$ cat config.mk
export PLATFORM = sky130hd
export DESIGN_NAME = filter_bank
export DESIGN_NICKNAME = d
export VERILOG_FILES = /design/src/rtl/filter_bank_pkg.sv /design/src/rtl/filter_bank_channel.sv /design/src/rtl/filter_bank.sv
export SDC_FILE = /design/constraint.sdc
export NUM_CORES = 2
export LEC_CHECK = 0
export ABC_AREA = 1
export CAP_MARGIN = 20
export CELL_PAD_IN_SITES_DETAIL_PLACEMENT = 1
export CELL_PAD_IN_SITES_GLOBAL_PLACEMENT = 1
export CORE_MARGIN = 3
export CORE_UTILIZATION = 50
export DETAILED_ROUTE_END_ITERATION = 8
export PLACE_DENSITY = 0.9
export SKIP_LAST_GASP = 1
export SLEW_MARGIN = 40
export SYNTH_ARGS = -nofsm -noshare
export SYNTH_HDL_FRONTEND = slang
export SYNTH_SLANG_ARGS = --single-unit
$ cat constraint.sdc
create_clock -name clk -period 32.5 [get_ports clk]
set_input_delay 3.25 -clock clk [delete_from_list [all_inputs] [get_ports clk]]
set_output_delay 3.25 -clock clk [all_outputs]
set_load 0.01 [all_outputs]
$ cat src/rtl/filter_bank_pkg.sv
// Shared settings for the multi-channel filter bank: sample width, channel count
// and the run-time filter mode encoding.
package filter_bank_pkg;

    localparam int SIZE_ADC_DATA       = 12;
    localparam int SIZE_FILTER_BANK_CH = 4;

    typedef enum logic [1:0] {
        FM_BYPASS = 2'd0,
        FM_SUM    = 2'd1,
        FM_DIFF   = 2'd2,
        FM_BASE   = 2'd3
    } filter_mode_t;

    // Signed width that holds every mode result without loss for a given delay depth.
    function automatic int full_out_width(input int depth);
        return SIZE_ADC_DATA + $clog2(depth) + 1;
    endfunction

endpackage

$ cat src/rtl/filter_bank_channel.sv
// One filter-bank lane: delay line, running sum, stage-1 registers and the
// stage-2 mode mux with optional output clamp.
module filter_bank_channel
    import filter_bank_pkg::*;
#(
    parameter int DEPTH = 16,
    parameter int OUT_W = SIZE_ADC_DATA + $clog2(DEPTH) + 1
) (
    input  logic                     clk,
    input  logic                     reset_i,
    input  logic                     clear_i,
    input  logic                     shift_i,
    input  logic                     load_i,
    input  logic [1:0]               mode_i,
    input  logic [SIZE_ADC_DATA-1:0] x_i,
    output logic [OUT_W-1:0]         y_o,
    output logic                     sat_o
);

    localparam int A_W  = SIZE_ADC_DATA;
    localparam int L_W  = $clog2(DEPTH);
    localparam int S_W  = A_W + L_W;
    localparam int FW   = S_W + 1;

    logic [A_W-1:0] dl_q [DEPTH];
    logic [A_W-1:0] x_q;
    logic [A_W-1:0] d_q;
    logic [S_W-1:0] sum_q;
    logic [S_W-1:0] sum_d;

    // The sum is a window of DEPTH unsigned samples, so it cannot exceed S_W bits.
    assign sum_d = sum_q + S_W'(x_i) - S_W'(dl_q[DEPTH-1]);

    always_ff @(posedge clk) begin
        if (reset_i || clear_i) begin
            for (int i = 0; i < DEPTH; i++) begin
                dl_q[i] <= '0;
            end
            sum_q <= '0;
            x_q   <= '0;
            d_q   <= '0;
        end else if (shift_i) begin
            dl_q[0] <= x_i;
            for (int i = 1; i < DEPTH; i++) begin
                dl_q[i] <= dl_q[i-1];
            end
            sum_q <= sum_d;
            x_q   <= x_i;
            d_q   <= dl_q[DEPTH-1];
        end
    end

    logic signed [FW-1:0] x_s;
    logic signed [FW-1:0] d_s;
    logic signed [FW-1:0] s_s;
    logic signed [FW-1:0] m_s;
    logic signed [FW-1:0] y_full;
    logic [OUT_W-1:0]     y_sat;
    logic                 sat_c;

    assign x_s = signed'(FW'(x_q));
    assign d_s = signed'(FW'(d_q));
    assign s_s = signed'(FW'(sum_q));
    assign m_s = signed'(FW'(sum_q >> L_W));

    always_comb begin
        y_full = x_s;
        case (filter_mode_t'(mode_i))
            FM_BYPASS: y_full = x_s;
            FM_SUM:    y_full = s_s;
            FM_DIFF:   y_full = x_s - d_s;
            FM_BASE:   y_full = x_s - m_s;
            default:   y_full = x_s;
        endcase
    end

    generate
        if (OUT_W < FW) begin : g_clamp
            localparam int                   MAX_I = (1 << (OUT_W - 1)) - 1;
            localparam logic signed [FW-1:0] Y_MAX = FW'(MAX_I);
            localparam logic signed [FW-1:0] Y_MIN = FW'(-MAX_I - 1);

            always_comb begin
                sat_c = 1'b0;
                y_sat = y_full[OUT_W-1:0];
                if (y_full > Y_MAX) begin
                    y_sat = Y_MAX[OUT_W-1:0];
                    sat_c = 1'b1;
                end else if (y_full < Y_MIN) begin
                    y_sat = Y_MIN[OUT_W-1:0];
                    sat_c = 1'b1;
                end
            end
        end else begin : g_extend
            assign y_sat = OUT_W'(y_full);
            assign sat_c = 1'b0;
        end
    endgenerate

    // Stage 2 only updates on a qualified output so the word holds between strobes.
    always_ff @(posedge clk) begin
        if (reset_i) begin
            y_o   <= '0;
            sat_o <= 1'b0;
        end else if (load_i) begin
            y_o   <= y_sat;
            sat_o <= sat_c;
        end
    end

endmodule

$ cat src/rtl/filter_bank.sv
// Multi-channel running-sum shaper: shared fill counter, mode register and
// valid pipeline around NUM_CH identical channel datapaths.
module filter_bank
    import filter_bank_pkg::*;
#(
    parameter int NUM_CH = SIZE_FILTER_BANK_CH,
    parameter int DEPTH  = 16,
    parameter int OUT_W  = SIZE_ADC_DATA + $clog2(DEPTH) + 1
) (
    input  logic                            clk,
    input  logic                            reset,
    input  logic                            clear,
    input  logic [1:0]                      mode,
    input  logic                            in_valid,
    input  logic [NUM_CH*SIZE_ADC_DATA-1:0] in_data,
    output logic                            out_valid,
    output logic [NUM_CH*OUT_W-1:0]         out_data,
    output logic [NUM_CH-1:0]               sat_flag
);

    localparam int                FILL_W    = $clog2(DEPTH + 1);
    localparam logic [FILL_W-1:0] FILL_FULL = FILL_W'(DEPTH);

    logic [FILL_W-1:0] fill_q;
    logic [FILL_W-1:0] fill_d;
    logic              v1_q;
    logic              v1_d;
    logic              v2_q;
    logic              v2_d;
    filter_mode_t      mode_q;
    filter_mode_t      mode_d;
    logic              accept;
    logic              load_s2;

    // clear wins over a coincident sample and kills whatever sits in stage 1.
    assign accept  = in_valid & ~clear;
    assign load_s2 = v1_q & ~clear;

    always_comb begin
        fill_d = fill_q;
        mode_d = mode_q;
        v1_d   = accept && (fill_q == FILL_FULL);
        v2_d   = load_s2;
        if (clear) begin
            fill_d = '0;
        end else if (accept) begin
            mode_d = filter_mode_t'(mode);
            if (fill_q != FILL_FULL) begin
                fill_d = fill_q + FILL_W'(1);
            end
        end
    end

    always_ff @(posedge clk) begin
        if (reset) begin
            fill_q <= '0;
            v1_q   <= 1'b0;
            v2_q   <= 1'b0;
            mode_q <= FM_BYPASS;
        end else begin
            fill_q <= fill_d;
            v1_q   <= v1_d;
            v2_q   <= v2_d;
            mode_q <= mode_d;
        end
    end

    assign out_valid = v2_q;

    genvar gi;
    generate
        for (gi = 0; gi < NUM_CH; gi++) begin : g_ch
            filter_bank_channel #(
                .DEPTH (DEPTH),
                .OUT_W (OUT_W)
            ) u_ch (
                .clk     (clk),
                .reset_i (reset),
                .clear_i (clear),
                .shift_i (accept),
                .load_i  (load_s2),
                .mode_i  (mode_q),
                .x_i     (in_data[gi*SIZE_ADC_DATA +: SIZE_ADC_DATA]),
                .y_o     (out_data[gi*OUT_W +: OUT_W]),
                .sat_o   (sat_flag[gi])
            );
        end
    endgenerate

endmodule

==> qor.txt <==
Worst-Skew Late Latency: 0.70 ns
Final WS setup: 25.89 ns
Synthesized area per cell: 9.216 um^2
Max-cap violations: 0
Number of global-route vias before repair: 38280
Final-layout fill cell count: 10590
Critical Path RT: 33.01 ns
CTS Buf Count: 106
Full die area: 98940 um^2
Core Util, Final: 56.87%
Post-CTS Setup Bufs: 0
Primary FF master, synth: edfxtp_1
Clock sink count: 1005
Total GRT Usage: 28.04%
Setup crit end kind: flip-flop
Detailed Route WL: 139400 um
Fmax: 0.1512 GHz
Leak pwr: 0.02231 uW
Metal-1 WL: 55270 um
IO Port Bufs: 122
Metal3 WL: 8896 um
# hold bufs at CTS: 0
Synth async-reset ratio: 0%
Num rows: 112
Via count: 35730
Post-synth design cell area: 47600 um^2
Drt first-iter violations: 3208
Die H: 314.6 um
Fin Hold WS: 0.4639 ns
Max layer used: met5
Fin crit share: 20.35%
Post-route setup TNS: 0 ns
CTS tree: done
Hpwl dp: 90750 um
Tot Pwr: 3112 uW
Htree depth: 3
Area of the multi-input gates: 14110 um^2
GRT overflow: 0
Root buf cell: clkbuf_16
Worst-margin pin slew: 0.9368 ns
Vias per inst: 5.410
First-pass GRT wire length: 215200 um
Detailed Routing Iterations Pass 1: 8
Register area share after synthesis: 58.41%
WS Path Type: in2reg
# IOs: 127
Finish-stage setup viols: 0
Antenna diode count: 0
Warnings from Yosys: 0
Gpl congestion: 0.9123
Initial antenna violation count: 3
Clk slew on worst S/H paths: 0.06 ns
Syn-to-layout area delta: 12.16%
Max VDD drop: 0.00004609 V
Clock Path Buffers: 3
Worst min path class: reg2reg
Initial Util: 50.70%
Die Width: 314.6 um
CP max FO: 136
Minimum clock period: 6.614 ns
Total Nets Final: 5533
EDFF count, synth: 768
CP Launch Type: input pin
Pre-CTS WS: 24.96 ns
Failing checks: DRC
Routed WL per cell: 21.11 um
Storage cell area: 27810 um^2
DRC viols: 1
Slew Viols, Final: 0
Yosys reg bits: 1005
Status: finished, violations left
CP arrival: 7.13 ns
Share of layout cells above drive strength 1: 4.149%
Largest net degree at the start of global routing: 138
Worst rel slew slack: 37.46%
RSZ-0062 raised after global routing: false
Final Hold Fails: 0
Setup Skew: 0.03592 ns
P per Cell Area: 58.29 nW/um^2
Core footprint: 93890 um^2
Antenna viol nets, final: 0
Post-Syn Instances: 5165
Post-CTS sizing: 0
Metal2 WL: 68530 um
Synth unique cells: 45
critical path, cell delays in order:
cell	delay, ns
buf_2	0.13
buf_4	0.61
nor2_4	0.15
inv_8	0.49
nor2_8	0.14
clkinv_8	0.47
buf_6	0.66
clkbuf_8	0.77
o21ai_0	0.26
state kept, by name, summed over array words and instances (netlist names):
name,count
mode_q,2
g_ch.u_ch.dl_q,768
g_ch.u_ch.y_o,68
fill_q,5
g_ch.u_ch.d_q,48
out_valid,1
v1_q,1
g_ch.u_ch.sum_q,64
g_ch.u_ch.x_q,48
metrics by stage:
| stage | instances | cell area (um^2) |
|---|---|---|
| 4_1_cts | 6605 | 53370 |
| 5_1_grt | 6605 | 53390 |
| 2_1_floorplan | 5168 | 47610 |
| 3_3_place_gp | 6402 | 49800 |
| 3_5_place_dp | 6407 | 49940 |
| 6_report | 6605 | 53390 |
cell usage after synthesis, types with 13 or more instances:
cell,n,share of area (%)
buf_2,115,1.2
o22ai_1,73,0.96
fa_1,56,2.4
a21oi_1,245,2.6
dfxtp_1,237,10
a21o_1,13,0.21
inv_1,1295,10
edfxtp_1,768,48
clkbuf_1,28,0.22
nand3_1,211,2.2
o21ai_0,213,2.2
o2111ai_1,16,0.29
ha_1,162,4.3
nand2_1,661,5.2
nand4_1,28,0.37
nor2_1,903,7.1
routing by layer:
layer / global-route usage [%] / vias to the layer above
met5: 0 / -
met1: 34.51 / 17590
met3: 4.463 / 414
met2: 48.49 / 1311
li1: - / 16410
met4: 12.91 / 4
cells in the final DEF (no fill, tap or decap), types with 10 or more instances in the layout:
cell / instances
o21ai_0: 213
nor3_1: 11
dfxtp_1: 237
clkbuf_16: 111
o21ai_1: 10
fa_1: 56
buf_6: 11
clkdlybuf4s50_1: 121
nand3b_1: 11
ha_1: 162
nand3_1: 211
edfxtp_1: 768
nand4_1: 28
nand2_1: 661
o22ai_1: 73
o21a_1: 11
nor2_1: 902
a21o_1: 13
clkbuf_1: 22
clkinv_1: 20
o2111ai_1: 16
a21oi_1: 245
inv_1: 1295
clkinv_2: 24
logic make-up (layout without fill, tap and decap cells):
| logic type | count (synthesis) | in the layout | share of synthesized area [%] |
|---|---|---|---|
| simple gates | 1847 | 1847 | 15.62 |
| buf+inv | 1466 | 1649 | 11.99 |
| flops | 1005 | 1005 | 58.41 |
| compound gates | 623 | 623 | 7.270 |
| fa+ha+maj | 218 | 218 | 6.613 |
| xor+xnor | 5 | 5 | 0.09199 |
| other cells | 1 | 4 | 0.007878 |
path summary, 6_finish.rpt:
path                  startpoint                    end  slack, ns  depth (start not counted)
min reg2reg  g_ch[1].u_ch.y_o[6]    g_ch[1].u_ch.y_o[6]       0.46                          2
max reg2reg            mode_q[1]    g_ch[3].u_ch.y_o[0]      29.04                          9
min          g_ch[1].u_ch.y_o[6]    g_ch[1].u_ch.y_o[6]       0.46                          2
max                        reset  g_ch[2].u_ch.sum_q[1]      25.89                          9
where the power goes:
part           switching [uW]  internal (uW)  total, uW  leakage (uW)
Combinational             308            128        436       0.00976
Sequential               27.6           1430       1460        0.0109
Clock                     527            687       1210       0.00169
Total                     863           2250       3110        0.0223
final cells by class:
class,instances,area share (%)
clock buffer,139,5.512
sequential,1005,52.08
timing repair buffer,148,2.913
clock inverter,59,0.9116
inverter,1303,9.221
multi-input combinational,2697,26.43
tap,1254,2.939
No activity file was read; power rests on OpenSTA's default activity.
